--- config.mk ---
export PLATFORM = sky130hd
export DESIGN_NAME = imem_dmem_arbiter
export DESIGN_NICKNAME = d
export VERILOG_FILES = /design/src/rtl/cpu_mem_pkg.sv /design/src/rtl/arb_prio_pick.sv /design/src/rtl/imem_dmem_arbiter.sv
export SDC_FILE = /design/constraint.sdc
export NUM_CORES = 1
export LEC_CHECK = 0
export BUFFER_PORTS_ARGS = -buffer_cell sky130_fd_sc_hd__buf_2
export CORE_AREA = 3 3 104 106
export CTS_CLUSTER_DIAMETER = 100
export DETAILED_ROUTE_END_ITERATION = 7
export DIE_AREA = 0 0 107 109
export PLACE_DENSITY = 0.69
export RECOVER_POWER = 25
export SYNTH_ARGS = -nofsm -noshare
export SYNTH_HDL_FRONTEND = slang
export SYNTH_SLANG_ARGS = --single-unit
--- constraint.sdc ---
create_clock -name clk -period 2.3 [get_ports clk]
set_clock_uncertainty 0.05 [all_clocks]
set_input_delay 0.345 -clock clk [delete_from_list [all_inputs] [get_ports clk]]
set_output_delay 0.345 -clock clk [all_outputs]
set_load 0.02 [all_outputs]
--- src/rtl/cpu_mem_pkg.sv ---
`default_nettype none
// ============================================================================
//  Module   : cpu_mem_pkg
//  Purpose  : Shared widths, arbiter state encoding and owner encoding for the
//             instruction/data memory arbiter.
//  Revision : 1.0  initial release
// ============================================================================
package cpu_mem_pkg;

    localparam int CPU_ADDR_W = 32;
    localparam int CPU_DATA_W = 32;

    typedef logic [1:0] arb_state_t;
    localparam arb_state_t IDLE  = 2'd0;
    localparam arb_state_t ISSUE = 2'd1;
    localparam arb_state_t WAIT  = 2'd2;

    typedef logic owner_t;
    localparam owner_t OWN_FETCH = 1'b0;
    localparam owner_t OWN_DATA  = 1'b1;

endpackage
`default_nettype wire

--- src/rtl/arb_prio_pick.sv ---
`default_nettype none
// ============================================================================
//  Module   : arb_prio_pick
//  Purpose  : Combinational grant selection between fetch and data requesters
//             with a data-burst starvation limit.
//  Revision : 1.0  initial release
// ============================================================================
module arb_prio_pick
    import cpu_mem_pkg::*;
#(
    parameter int MAX_DATA_BURST = 4,
    parameter int CNT_W          = 3
) (
    input  logic             i_fetch_req,
    input  logic             i_data_req,
    input  logic [CNT_W-1:0] i_burst_cnt,
    output logic             o_grant_any,
    output owner_t           o_grant_owner
);

    localparam logic [CNT_W-1:0] C_BURST_MAX = CNT_W'(MAX_DATA_BURST);

    logic w_starve;

    always_comb begin
        w_starve      = i_fetch_req && (i_burst_cnt == C_BURST_MAX);
        o_grant_any   = i_fetch_req || i_data_req;
        o_grant_owner = OWN_DATA;
        if (i_fetch_req && (w_starve || !i_data_req)) begin
            o_grant_owner = OWN_FETCH;
        end
    end

endmodule
`default_nettype wire

--- src/rtl/imem_dmem_arbiter.sv ---
`default_nettype none
// ============================================================================
//  Module   : imem_dmem_arbiter
//  Purpose  : Shares a single-ported memory between instruction fetch and the
//             MEM stage, one access outstanding, with per-requester stalls.
//  Revision : 1.0  initial release
// ============================================================================
module imem_dmem_arbiter
    import cpu_mem_pkg::*;
#(
    parameter int ADDR_W         = CPU_ADDR_W,
    parameter int DATA_W         = CPU_DATA_W,
    parameter int READ_LAT       = 1,
    parameter int MAX_DATA_BURST = 4
) (
    input  logic              clk,
    input  logic              rst,
    input  logic              fetch_req,
    input  logic [ADDR_W-1:0] fetch_addr,
    input  logic              fetch_flush,
    output logic              fetch_valid,
    output logic [DATA_W-1:0] fetch_instr,
    output logic              fetch_stall,
    input  logic              data_req,
    input  logic              data_we,
    input  logic [ADDR_W-1:0] data_addr,
    input  logic [DATA_W-1:0] data_wdata,
    output logic              data_valid,
    output logic [DATA_W-1:0] data_rdata,
    output logic              data_stall,
    output logic              mem_rd,
    output logic              mem_wr,
    output logic [ADDR_W-1:0] mem_addr,
    output logic [DATA_W-1:0] mem_wdata,
    input  logic [DATA_W-1:0] mem_rdata
);

    localparam int C_LAT_W = (READ_LAT > 1) ? $clog2(READ_LAT) : 1;
    localparam int C_CNT_W = $clog2(MAX_DATA_BURST + 1);
    localparam logic [C_LAT_W-1:0] C_LAT_LOAD  = C_LAT_W'(READ_LAT - 1);
    localparam logic [C_CNT_W-1:0] C_BURST_MAX = C_CNT_W'(MAX_DATA_BURST);

    arb_state_t          state_q, state_d;
    owner_t              owner_q, owner_d;
    logic                is_wr_q, is_wr_d;
    logic                flushed_q, flushed_d;
    logic [C_LAT_W-1:0]  lat_cnt_q, lat_cnt_d;
    logic [C_CNT_W-1:0]  burst_cnt_q, burst_cnt_d;
    logic                mem_rd_q, mem_rd_d;
    logic                mem_wr_q, mem_wr_d;
    logic [ADDR_W-1:0]   mem_addr_q, mem_addr_d;
    logic [DATA_W-1:0]   mem_wdata_q, mem_wdata_d;

    logic                w_fetch_req_eff;
    logic                w_pick_any;
    owner_t              w_pick_owner;
    logic                w_resp;
    logic                w_grant;
    logic                w_grant_wr;
    logic [ADDR_W-1:0]   w_sel_addr;

    // A redirect in progress means the current PC is stale, so fetch is not arbitrated this cycle.
    assign w_fetch_req_eff = fetch_req && !fetch_flush;
    assign w_resp          = (state_q == WAIT) && (lat_cnt_q == '0);
    assign w_grant         = ((state_q == IDLE) || w_resp) && w_pick_any;
    assign w_grant_wr      = (w_pick_owner == OWN_DATA) && data_we;
    assign w_sel_addr      = (w_pick_owner == OWN_DATA) ? data_addr : fetch_addr;

    arb_prio_pick #(
        .MAX_DATA_BURST (MAX_DATA_BURST),
        .CNT_W          (C_CNT_W)
    ) u_pick (
        .i_fetch_req   (w_fetch_req_eff),
        .i_data_req    (data_req),
        .i_burst_cnt   (burst_cnt_q),
        .o_grant_any   (w_pick_any),
        .o_grant_owner (w_pick_owner)
    );

    always_comb begin
        state_d     = state_q;
        owner_d     = owner_q;
        is_wr_d     = is_wr_q;
        lat_cnt_d   = lat_cnt_q;
        burst_cnt_d = burst_cnt_q;
        mem_rd_d    = 1'b0;
        mem_wr_d    = 1'b0;
        mem_addr_d  = mem_addr_q;
        mem_wdata_d = mem_wdata_q;
        flushed_d   = flushed_q;

        if (fetch_flush && (state_q != IDLE) && (owner_q == OWN_FETCH)) begin
            flushed_d = 1'b1;
        end

        case (state_q)
            ISSUE:   state_d = is_wr_q ? IDLE : WAIT;
            WAIT: begin
                if (lat_cnt_q != '0) begin
                    lat_cnt_d = lat_cnt_q - C_LAT_W'(1);
                end else begin
                    state_d = IDLE;
                end
            end
            default: state_d = IDLE;
        endcase

        if (w_grant) begin
            state_d     = ISSUE;
            owner_d     = w_pick_owner;
            is_wr_d     = w_grant_wr;
            mem_rd_d    = !w_grant_wr;
            mem_wr_d    = w_grant_wr;
            mem_addr_d  = {w_sel_addr[ADDR_W-1:2], 2'b00};
            mem_wdata_d = w_grant_wr ? data_wdata : mem_wdata_q;
            lat_cnt_d   = C_LAT_LOAD;
            flushed_d   = 1'b0;
        end

        if (!w_fetch_req_eff || (w_grant && (w_pick_owner == OWN_FETCH))) begin
            burst_cnt_d = '0;
        end else if (w_grant && (burst_cnt_q != C_BURST_MAX)) begin
            burst_cnt_d = burst_cnt_q + C_CNT_W'(1);
        end
    end

    always_ff @(posedge clk) begin
        if (rst) begin
            state_q     <= IDLE;
            owner_q     <= OWN_FETCH;
            is_wr_q     <= 1'b0;
            flushed_q   <= 1'b0;
            lat_cnt_q   <= '0;
            burst_cnt_q <= '0;
            mem_rd_q    <= 1'b0;
            mem_wr_q    <= 1'b0;
            mem_addr_q  <= '0;
            mem_wdata_q <= '0;
        end else begin
            state_q     <= state_d;
            owner_q     <= owner_d;
            is_wr_q     <= is_wr_d;
            flushed_q   <= flushed_d;
            lat_cnt_q   <= lat_cnt_d;
            burst_cnt_q <= burst_cnt_d;
            mem_rd_q    <= mem_rd_d;
            mem_wr_q    <= mem_wr_d;
            mem_addr_q  <= mem_addr_d;
            mem_wdata_q <= mem_wdata_d;
        end
    end

    // A store completes as soon as its write strobe is out; reads complete in the response cycle.
    assign fetch_valid = w_resp && (owner_q == OWN_FETCH) && !flushed_q && !fetch_flush;
    assign data_valid  = (owner_q == OWN_DATA) &&
                         (w_resp || ((state_q == ISSUE) && is_wr_q));
    assign fetch_instr = mem_rdata;
    assign data_rdata  = mem_rdata;
    assign fetch_stall = fetch_req && !fetch_valid;
    assign data_stall  = data_req && !data_valid;
    assign mem_rd      = mem_rd_q;
    assign mem_wr      = mem_wr_q;
    assign mem_addr    = mem_addr_q;
    assign mem_wdata   = mem_wdata_q;

endmodule
`default_nettype wire

### Word level (Yosys, flattened, before mapping)

Index checks and enable logic that the tools add are counted.

| storage, ports and cells | value |
|---|---|
| bits in registers | 73 |
| latch bits | 0 |
| RAM bits | 0 |
| ROM bits | 0 |
| input port bits | 134 |
| output and inout bits | 134 |
| memories kept | 0 |

| cells by class | value |
|---|---|
| add/sub/neg operators | 2 |
| multipliers | 0 |
| div/mod/pow operators | 0 |
| magnitude comparators | 0 |
| equal/unequal tests | 6 |
| shift operators | 0 |
| muxes and demuxes | 7 |
| bitwise gates (word level) | 3 |
| reductions and logical operators | 35 |

Operators with widths:

| kind | number |
|---|---|
| two-way mux 32 bit | 1 |
| logical AND 1 bit | 17 |
| logical NOT 1 bit | 7 |
| inequality test 3 bit, second input constant | 2 |
| OR reduction 2 bit | 3 |
| logical OR 1 bit | 5 |
| two-way mux 2 bit | 2 |
| one-hot mux 2 bit (2 select lines) | 1 |
| adder 3 x 1 -> 3 bit, second input constant | 1 |
| == test 3 bit, second input constant | 1 |
| two-way mux 1 bit | 3 |
| NOT 1 bit | 3 |
| == test 2 x 1 -> 1 bit, second input constant | 1 |
| == test 2 bit, second input constant | 1 |
| logical NOT 2 bit | 1 |
| inequality test 2 bit, second input constant | 1 |
| AND reduction 2 bit | 1 |
| nonzero test 2 bit | 1 |
| subtractor 1 bit, second input constant | 1 |

### Depth between registers and ports, before layout

Gate-level depths: netlist (run 1).

| logic depth | value |
|---|---|
| word-level depth | 8 |
| gate-level depth with buffers | 8 |

### Hierarchy

A second synthesis (run 1) with hierarchy kept.

| second synthesis, totals | value |
|---|---|
| cell total of the unflattened synthesis | 396 |
| area, all modules | 3445.8 µm² |

Modules (own cells, without submodules):

| module | times used | cells each | area each (µm²) |
|---|---|---|---|
| imem_dmem_arbiter | 1 | 392 | 3418.3 |
| arb_prio_pick | 1 | 4 | 27.5 |

### Worst setup path before layout (run 1)

No wires, ideal clock.

| timing path | value |
|---|---|
| path type | register -> output |
| from | register state_q[0] |
| to | output port fetch_stall |
| arrival time | 1.599 ns |
| required time | 1.905 ns |
| setup slack | 0.306 ns |
| cell stages (with the launch flop) | 5 |
| buffers on the path | 1 |
| path through | dfxtp_1 buf_2 nand2b_1 nor4_1 nor2b_1 |

| between the ends | value |
|---|---|
| word-level cells in the longest chain between the ends | 7 |

RTL lines:

| item | RTL line | source |
|---|---|---|
| start: declaration | imem_dmem_arbiter.sv:43 | `arb_state_t state_q, state_d;` |
| start signal: assignment | imem_dmem_arbiter.sv:140 | `state_q <= state_d;` |
| == test 2 bit | imem_dmem_arbiter.sv:64 | `assign w_resp = (state_q == WAIT) && (lat_cnt_q == '0);` |
| logical AND 1 bit | imem_dmem_arbiter.sv:64 |  |
| logical AND 1 bit (3 in a row) | imem_dmem_arbiter.sv:154 | `assign fetch_valid = w_resp && (owner_q == OWN_FETCH) && !flushed_q && !fetch_flush;` |
| via fetch_valid | imem_dmem_arbiter.sv:21 | `output logic fetch_valid,` |
| logical NOT 1 bit | imem_dmem_arbiter.sv:159 | `assign fetch_stall = fetch_req && !fetch_valid;` |
| logical AND 1 bit | imem_dmem_arbiter.sv:159 |  |
| end: declaration | imem_dmem_arbiter.sv:23 | `output logic fetch_stall,` |

The timed path passes the listed nets, and every way through them passes these cells.

### Worst setup path in the final report (run 1)

| timing path | value |
|---|---|
| from | register burst_cnt_q[0] |
| to | register mem_addr_q[13], in the netlist mem_addr[13] |

| between the ends | value |
|---|---|
| word-level cells in the longest chain between the ends | 5 |

RTL lines:

| item | RTL line | source |
|---|---|---|
| start: declaration | imem_dmem_arbiter.sv:48 | `logic [C_CNT_W-1:0] burst_cnt_q, burst_cnt_d;` |
| start signal: assignment | imem_dmem_arbiter.sv:145 | `burst_cnt_q <= burst_cnt_d;` |
| == test 3 bit | arb_prio_pick.sv:26 | `w_starve = i_fetch_req && (i_burst_cnt == C_BURST_MAX);` |
| logical AND 1 bit | arb_prio_pick.sv:26 |  |
| logical OR 1 bit | arb_prio_pick.sv:29 | `if (i_fetch_req && (w_starve \|\| !i_data_req)) begin` |
| logical AND 1 bit | arb_prio_pick.sv:29 |  |
| two-way mux 32 bit | imem_dmem_arbiter.sv:67 | `assign w_sel_addr = (w_pick_owner == OWN_DATA) ? data_addr : fetch_addr;` |
| end signal: assignment | imem_dmem_arbiter.sv:148 | `mem_addr_q <= mem_addr_d;` |
| end: declaration | imem_dmem_arbiter.sv:51 | `logic [ADDR_W-1:0] mem_addr_q, mem_addr_d;` |

Every way passes these cells.
A chain may end at the register's enable or synchronous reset.

==> results of run 1 <==
==> routing by layer <==
metal / part of all wire / GRT usage / routed length (um)
met5: 0 / 0 / 0
met4: 0.027 / 0.07580 / 244
met3: 0.11 / 0.06335 / 1035
met2: 0.47 / 0.2392 / 4266
met1: 0.38 / 0.1595 / 3457
==> metrics by stage <==
step	area (sq um)	hold WS (ns)	setup WS, ns
CTS	3938	0.1624	0.03283
detailed placement	3716	0.3925	0.04630
floorplan	3299	0.3743	0.3056
global placement	3716	0.3888	0.1739
global route	3955	0.1785	0.1687
finish	3955	0.1853	0.2859
==> power groups by stage <==
stage          clock network, mW  registers, mW  logic, mW
3_5_place_dp                   0           1.38      0.465
4_1_cts                     1.14           1.35      0.466
2_1_floorplan                  0           1.46      0.354
5_1_grt                     1.18           1.36      0.508
6_report                    1.11           1.36      0.463
3_3_place_gp                   0           1.38      0.459
==> state kept, by name, summed over array words and instances (netlist names) <==
name	cells
mem_wdata	32
mem_addr	30
burst_cnt_q	3
state_q	2
flushed_q	1
is_wr_q	1
mem_rd	1
mem_wr	1
owner_q	1
==> worst max-delay path, delay by kind of cell (launching register included) <==
| family | cells | cell delay, ns |
|---|---|---|
| AO/OA/AOI/OAI | 3 | 0.55 |
| AND/OR/NAND/NOR | 1 | 0.69 |
| adder cells (fa/ha/maj) | 1 | 0.24 |
| buffers and inverters | 1 | 0.09 |
| flip-flops | 1 | 0.32 |
==> cell families after synthesis <==
group | share of synthesized area
flip-flops | 0.4374
multiplexers | 0.003037
XOR/XNOR | 0.002658
other | 0.001138
AO/OA/AOI/OAI | 0.2308
adder cells (fa/ha/maj) | 0.007592
AND/OR/NAND/NOR | 0.1219
buffers and inverters | 0.1955
==> final timing paths <==
check | slack (ns) | endpoint | cells after the start | startpoint
worst max-delay path | 0.29 | mem_addr[13] | 6 | burst_cnt_q[0]
worst min register to register | 0.40 | mem_wdata[7] | 2 | mem_wdata[7]
worst max register to register | 0.29 | mem_addr[13] | 6 | burst_cnt_q[0]
worst min-delay path | 0.19 | mem_wdata[29] | 3 | data_wdata[29]
==> cell type report <==
class | instances | area [sq um] | share of cell area
clock buffers | 11 | 141.4 | 0.03575
clock inverters | 5 | 80.08 | 0.02025
inverters | 3 | 11.26 | 0.002847
multi-input cells | 199 | 1244 | 0.3145
flip-flops and latches | 72 | 1441 | 0.3644
well taps | 133 | 166.4 | 0.04208
repair buffers | 171 | 870.8 | 0.2202
==> placed cells by master, fill, tap and decap left out, drive strengths merged, types with 3 or more instances in the layout <==
cell     instances
nor3             3
clkbuf          11
nor2             7
a22oi           30
a21oi           34
inv              3
o2bb2ai         31
nand2           65
nor3b            4
buf            171
dfxtp           72
==> repair_timing <==
action / 4_1_cts / 5_1_grt
resized for setup: 0 / 2
setup endpoints to repair: 0 / 62
hold buffers: 0 / 0
==> impl_results.md, run 1 <==
* Worst-skew pair later-pin latency at 0.34 ns
* Switch Pwr at 783.1 uW
* Core area at 9864 sq um
* Peak VDD IR at 291.3 uV
* Slew Viols, Final at 0
* Sink Count at 72
* Final period util at 0.8757
* Sw Share at 0.2675
* H-tree depth at 3
* RD Place Congestion at 0.7927
* Total power at 2.927 mW
* Initial antenna violation count at 0
* First-pass GRT wire length at 13.38 mm
* Vias in the first global route at 2726
* Post-Syn Area per Cell at 9.079 sq um
* Hold Vio Cnt, Final at 0
* CTS max path bufs at 2
* All-Layer GR Usage at 0.1454
* Hold Crit Class: input port to flop
* Setup CP Type: flop to flop
* Setup repair after global routing missed its margin: false
* Least-Margin Pin Slew at 0.7627 ns
* WL per Instance at 15.16 um
* Setup violators final at 0
* Synth Flop Type: dfxtp_1
* Num CTS Buffers at 9
* Setup Buffers After CTS at 0
* Crit path DAT at 2.23 ns
* Combinational Power Share at 0.158
* Initial drt markers at 149
* Post-synthesis cell area at 3296 sq um
* Synth cell count leaders: dfxtp_1, buf_4, nand2_1
* Seq cells post-synth at 72
* CTS tree: yes
* Clk pwr share at 0.379
* Post-synth top area cell: dfxtp_1
* 1st-pass router iterations at 4
* Final TNS setup at 0 ns
* Cell count after synthesis at 363
* Remaining DRCs at 0
* Outcome: finished clean
* Crit end category: flop
* Reg power frac at 0.463
* Area Overhead vs Synth at 20.01%
* Starting Density at 0.3341
* Die ar. at 11660 sq um
* Nets at 592
* Total wire length at 9.004 mm
* Std-Cell Rows at 36
* Count leader, synth: dfxtp_1
* Layout cell share with drive strength beyond 1 at 0.4273
* Ant. Diodes at 0
* Tmin final at 2.014 ns
* Max Clock Freq at 496.5 MHz
* Via count at 2832
* P_int at 2.144 mW
* Crit path largest cell delay at 0.69 ns
* Hpwl dp at 6.793 mm
* Die width at 107 um
* Worst-path clk slew at 0.08 ns
* CP max stage cell: nor3_4
* Clock Root Buffer: clkbuf_8
* Pin count of the biggest net entering global routing at 35
* Leakage at 1.774 nW
* Top cells by area, synth: dfxtp_1, buf_4, o2bb2ai_1
* Synth top area share at 0.4374
* Port bufs at 165
* Total grt overflow at 0
* Max FO, Critical Path at 15
* Vert. Die Dim at 109 um
* Vias per cell at 4.768
* Worst slew margin at 0.4899
* Filler Cells Inserted at 999
* FFs w/ async S/R, synth at 0
* Final core utilization at 0.4009
* Post-synth EDFFs at 0
* Yosys cell types at 38
* Routed Antenna Nets at 0
* Critical Path, Cell by Cell: inv_1, ha_1, a21boi_1, nor3_4, a22oi_1, o2bb2ai_1
* Post-Place Cells at 577
* Sequential share of the synthesized area at 0.4374
* Critical Path Start Type: flop
* Synth warnings at 0
* Max-Cap Viols at 0
* I/O pin cnt at 268
* Pwr per Cell Area at 740.2 nW/um^2
* Worst EP required at 2.52 ns
* Layout Cells excl Fill at 594
Note: power is estimated with default switching activity, not from simulation.
==> inputs of run 2 (changes only) <==
--- a/config.mk
+++ b/config.mk
@@ -6,12 +6,14 @@
 export NUM_CORES = 1
 export LEC_CHECK = 0
 export BUFFER_PORTS_ARGS = -buffer_cell sky130_fd_sc_hd__buf_2
-export CORE_AREA = 3 3 104 106
+export CORE_AREA = 3 3 103 105
+export CTS_BUF_LIST = sky130_fd_sc_hd__clkbuf_2 sky130_fd_sc_hd__clkbuf_4 sky130_fd_sc_hd__clkbuf_8
 export CTS_CLUSTER_DIAMETER = 100
 export DETAILED_ROUTE_END_ITERATION = 7
-export DIE_AREA = 0 0 107 109
-export PLACE_DENSITY = 0.69
+export DIE_AREA = 0 0 106 108
+export PLACE_DENSITY = 0.7
 export RECOVER_POWER = 25
+export SLEW_MARGIN = 30
 export SYNTH_ARGS = -nofsm -noshare
 export SYNTH_HDL_FRONTEND = slang
 export SYNTH_SLANG_ARGS = --single-unit
==> run 2 against run 1 <==
Against the previous run: total power grew 4.0%; via count shrank 0.14%; register-to-register slack gained 0.11 ns; setup slack better by 0.018 ns; final cell count unchanged; sequential share of layout area decreased by 0.24 points; critical path type is now flop to primary output; critical endpoint is now fetch_stall.
==> impl_results.md, run 2 (same netlist as run 1, synthesis figures left out) <==
* Starting Density at 0.3387
* Setup CP Type: flop to primary output
* Final core utilization at 0.4092
* RD Place Congestion at 0.7698
* Setup violators final at 0
* Initial antenna violation count at 0
* Setup Buffers After CTS at 0
* Hold Vio Cnt, Final at 0
* Most frequent cells in the layout: buf_2, dfxtp_1, nand2_1
* Via count at 2828
* Post-CTS Hold Fix Bufs at 0
* Final TNS setup at 0 ns
* Worst EP required at 1.90 ns
* Initial drt markers at 114
* I/O pin cnt at 268
* Critical Path Start Type: flop
* Hpwl dp at 7.124 mm
* Area Overhead vs Synth at 20.80%
* R2r setup slk at 0.40 ns
* Slew Viols, Final at 0
* DP Area at 3729 sq um
* Total wire length at 9.012 mm
* Worst-path clk slew at 0.09 ns
* Routed Antenna Nets at 0
* Clock Root Buffer: clkbuf_8
* Total power at 3.046 mW
* Setup repair after global routing missed its margin: false
* Max FO, Critical Path at 12
* Pwr per Cell Area at 764.9 nW/um^2
* All-Layer GR Usage at 0.1529
* Hold Crit Start: data_wdata[27]
* CTS max path bufs at 2
* Vias in the first global route at 2745
* Worst reg2reg path startpoint: burst_cnt_q[0]
* Nets at 592
* Worst slew margin at 0.6284
* Crit Reg-Reg Endpoint: mem_addr[14]
* H-tree depth at 3
* Die ar. at 11450 sq um
* 1st-pass router iterations at 4
* Core area at 9729 sq um
* Worst reg2reg path depth at 7
* Max-Cap Viols at 0
* Leakage at 1.794 nW
* Std-Cell Rows at 36
* WL per Instance at 15.17 um
* Ant. Diodes at 0
* Worst-skew pair later-pin latency at 0.34 ns
* CTS tree: yes
* Pin count of the biggest net entering global routing at 37
* Crit end category: primary output
* Max reg flops at 32
* Sink Count at 72
* Num CTS Buffers at 9
* Hold path cells at 3
* Vias per cell at 4.761
* Commonest non-fill, non-tap cell in the layout: buf_2
* Total grt overflow at 0
* Port bufs at 165
* Hold slack at 0.1917 ns
* Remaining DRCs at 0
* Least-Margin Pin Slew at 0.5574 ns
* Max Clock Freq at 500.9 MHz
* Hold Crit Class: input port to flop
* Final period util at 0.8680
* First-pass GRT wire length at 13.77 mm
* Crit path DAT at 1.60 ns
* Post-route cell area at 3981 sq um
* Post-cts sizing count at 0
* Vert. Die Dim at 108 um
* Worst hold endpoint: mem_wdata[27]
* Layout cell share with drive strength beyond 1 at 0.4295
* Die width at 106 um
* Peak VDD IR at 328.3 uV
* Outcome: finished clean
* Tmin final at 1.996 ns
run 2: worst max-delay path by stage:
stage                               to           start
final                      fetch_stall      state_q[0]
after global routing       fetch_stall      state_q[0]
after CTS                  fetch_stall      state_q[0]
after detailed placement  mem_addr[29]  burst_cnt_q[0]
after global placement    mem_addr[27]  burst_cnt_q[0]
after floorplan            fetch_stall      state_q[0]
run 2: area by class of cell:
cell class | count | area, sq um
sequential | 72 | 1441
multi-input combinational | 198 | 1227
clock inverter | 6 | 115.1
clock buffer | 10 | 137.6
fill | 1023 | 5748
timing repair buffer | 172 | 882.1
inverter | 3 | 11.26
tap | 133 | 166.4
run 2: layer usage:
metal,part of all wire,GRT usage,vias to the layer above,wire [um]
li1,-,-,1375,-
met3,0.099,0.06030,27,895
met4,0.036,0.07308,0,321
met1,0.38,0.1717,1279,3432
met5,0,0,-,0
met2,0.48,0.2555,147,4363
run 2: worst max-delay path: stages (launching register included):
cell and delay [ns]:
dfxtp_1 0.32, buf_4 0.18, nand2b_1 0.16, nor4_1 0.35, nor2b_1 0.08, buf_2 0.17
run 2: metrics by stage:
stage,instances,worst slack [ns]
floorplan,364,0.3056
global placement,577,0.1664
global route,594,0.1476
detailed placement,578,0.4008
CTS,594,0.2639
finish,594,0.3037
run 2: where the power goes:
part / internal, mW / total (mW) / leakage (nW) / switching [mW]
combinational: 0.187 / 0.459 / 1.08 / 0.272
sequential: 1.32 / 1.35 / 0.590 / 0.0363
clock: 0.756 / 1.23 / 0.123 / 0.476
total: 2.26 / 3.05 / 1.79 / 0.784
==> inputs of run 3 (changes only) <==
--- a/config.mk
+++ b/config.mk
@@ -6,14 +6,16 @@
 export NUM_CORES = 1
 export LEC_CHECK = 0
 export BUFFER_PORTS_ARGS = -buffer_cell sky130_fd_sc_hd__buf_2
-export CORE_AREA = 3 3 103 105
+export CORE_ASPECT_RATIO = 1.1
+export CORE_MARGIN = 3
+export CORE_UTILIZATION = 35
 export CTS_BUF_LIST = sky130_fd_sc_hd__clkbuf_2 sky130_fd_sc_hd__clkbuf_4 sky130_fd_sc_hd__clkbuf_8
 export CTS_CLUSTER_DIAMETER = 100
 export DETAILED_ROUTE_END_ITERATION = 7
-export DIE_AREA = 0 0 106 108
-export PLACE_DENSITY = 0.7
+export PLACE_DENSITY = 0.72
 export RECOVER_POWER = 25
 export SLEW_MARGIN = 30
 export SYNTH_ARGS = -nofsm -noshare
 export SYNTH_HDL_FRONTEND = slang
+export SYNTH_HIERARCHICAL = 1
 export SYNTH_SLANG_ARGS = --single-unit
==> run 3 against run 2 <==
Against the previous run: routed wire length down 10%; area after synthesis up 4.6%; synthesized cell count up 9.1%; total power down 9.0%; clock power down 31%; register-to-register slack better by 0.13 ns; first-iteration DRC count down 37%; via count up 3.4%; worst hold slack worse by 0.0034 ns; sequential share of layout area down 0.27 points; sequential power about the same; largest power group unchanged.
==> impl_results.md, run 3 <==
* Outcome: finished clean
* Layout Cells excl Fill at 608
* Post-Place Cells at 593
* All-Layer GR Usage at 0.1407
* Vert. Die Dim at 110.1 um
* Critical Path Start Type: flop
* Crit path largest cell delay at 0.38 ns
* Final core utilization at 0.4227
* RD Place Congestion at 0.7387
* Dpl ws at 0.3180 ns
* First-pass GRT wire length at 12.28 mm
* Setup violators final at 0
* Sink Count at 72
* Max-Cap Viols at 0
* Slew Viols, Final at 0
* Total wire length at 8.101 mm
* Sequential share of the synthesized area at 0.4183
* Tmin final at 1.932 ns
* H-tree depth at 3
* Top cells by area, synth: dfxtp_1, buf_4, mux2i_1
* Initial antenna violation count at 0
* WP buf/inv at 1
* 1st-pass router iterations at 4
* Worst reg2reg path depth at 6
* Leakage at 2.046 nW
* Post-synth top area cell: dfxtp_1
* Vias in the first global route at 2651
* Area Overhead vs Synth at 16.41%
* Synth top area share at 0.4183
* Hold path cells at 2
* Hold Vio Cnt, Final at 0
* Worst reg2reg path startpoint: burst_cnt_q[2]
* Num CTS Buffers at 9
* Die width at 100.6 um
* Seq cells post-synth at 72
* Worst-path clk slew at 0.07 ns
* Cell count after synthesis at 396
* FFs w/ async S/R, synth at 0
* Via count at 2925
* Max FO, Critical Path at 8
* Clock Root Buffer: clkbuf_8
* Ant. Diodes at 0
* Die ar. at 11070 sq um
* Critical Path, Cell by Cell: nand2b_1, nor4_1, nor2b_1, buf_2
* Layout cell share with drive strength beyond 1 at 0.3931
* Synth warnings at 6
* I/O pin cnt at 268
* Synth Flop Type: dfxtp_1
* Worst EP required at 1.90 ns
* Hold Crit Start: data_we
* Post-synth EDFFs at 0
* Post-Syn Area per Cell at 8.702 sq um
* Delay-heaviest family, CP: simple AND/OR/NAND/NOR gates
* Remaining DRCs at 0
* Worst-skew pair later-pin latency at 0.34 ns
* Routed Antenna Nets at 0
* Pin count of the biggest net entering global routing at 67
* Crit end category: primary output
* R2r setup slk at 0.53 ns
* Crit path DAT at 1.54 ns
* Hold Crit Class: input port to flop
* Commonest non-fill, non-tap cell in the layout: buf_2
* CTS tree: yes
* Post-synthesis cell area at 3446 sq um
* Peak VDD IR at 229.1 uV
* Starting Density at 0.3631
* Port bufs at 165
* Core area at 9490 sq um
* Setup repair after global routing missed its margin: false
* Max reg flops at 32
* Count leader, synth: dfxtp_1
* Pwr per Cell Area at 691.0 nW/um^2
* Worst hold endpoint: mem_rd
* Crit Reg-Reg Endpoint: mem_wdata[26]
* Final period util at 0.8398
* Max Clock Freq at 517.7 MHz
* CTS max path bufs at 2
* Std-Cell Rows at 37
* WL per Instance at 13.32 um
* Setup WS post-layout at 0.3684 ns
* Initial drt markers at 72
* Setup Buffers After CTS at 0
* Post-CTS Hold Fix Bufs at 0
* Yosys cell types at 32
* Most frequent cells in the layout: buf_2, dfxtp_1, nand2_1
* Synth cell count leaders: dfxtp_1, buf_4, nand2_1
* Hpwl dp at 6.349 mm
* Setup CP Type: flop to primary output
* Total grt overflow at 0
* CP max stage cell: dfxtp_1
* Vias per cell at 4.811
* Final TNS setup at 0 ns
* Nets at 623
* Post-cts sizing count at 0
==> run 3: cell count changes after synthesis, sizes merged, moves of 3 or more <==
cell,before,now
nor2b,1,4
a22oi,30,0
mux2i,1,30
nor3b,4,1
nor2,7,33
a21oi,34,38
o2bb2ai,31,0
a211oi,1,31
==> run 3: worst max-delay path by stage <==
| stage | startpoint | to | slack, ns | depth (start not counted) |
|---|---|---|---|---|
| floorplan | state_q[0] | fetch_stall | 0.42 | 3 |
| global placement | fetch_flush | burst_cnt_q[2] | 0.37 | 7 |
| detailed placement | fetch_flush | mem_addr[18] | 0.32 | 7 |
| CTS | state_q[0] | fetch_stall | 0.34 | 4 |
| global route | state_q[0] | fetch_stall | 0.29 | 4 |
| finish | state_q[0] | fetch_stall | 0.37 | 4 |
==> run 3: logic make-up after synthesis <==
family,share of synthesized area
buf+inv,0.1986
fa+ha+maj,0.007261
simple gates,0.1536
flops,0.4183
compound gates,0.1340
other cells,0.001088
mux,0.08715
==> run 3: area by class of cell <==
class	instances	area [sq um]
Fill cell	959	5479
Sequential cell	72	1441
Multi-Input combinational cell	228	1335
Timing Repair Buffer	171	908.4
Tap cell	117	146.4
Clock buffer	11	138.9
Clock inverter	4	22.52
Inverter	5	18.77
==> run 3: metal layers <==
layer	global-route usage	share of wire	vias up
li1	-	-	1440
met5	0	0	-
met1	0.1454	0.36	1289
met4	0.08373	0.029	0
met3	0.03965	0.10	26
met2	0.2521	0.51	170
==> run 3: through the flow <==
step | total power, mW | instance area [sq um] | hold WS, ns
finish | 2.772 | 4011 | 0.1883
floorplan | 1.914 | 3450 | 0.3738
global placement | 1.939 | 3850 | 0.3798
detailed placement | 1.956 | 3850 | 0.3893
global route | 2.928 | 4011 | 0.1739
CTS | 2.821 | 4011 | 0.1646
==> run 3: power breakdown <==
part           total [mW]  internal, mW  switching (mW)  leakage, nW
Combinational       0.540         0.219           0.321         1.37
Sequential           1.38          1.33          0.0442        0.592
Clock               0.853         0.404           0.449       0.0858
Total                2.77          1.96           0.814         2.05
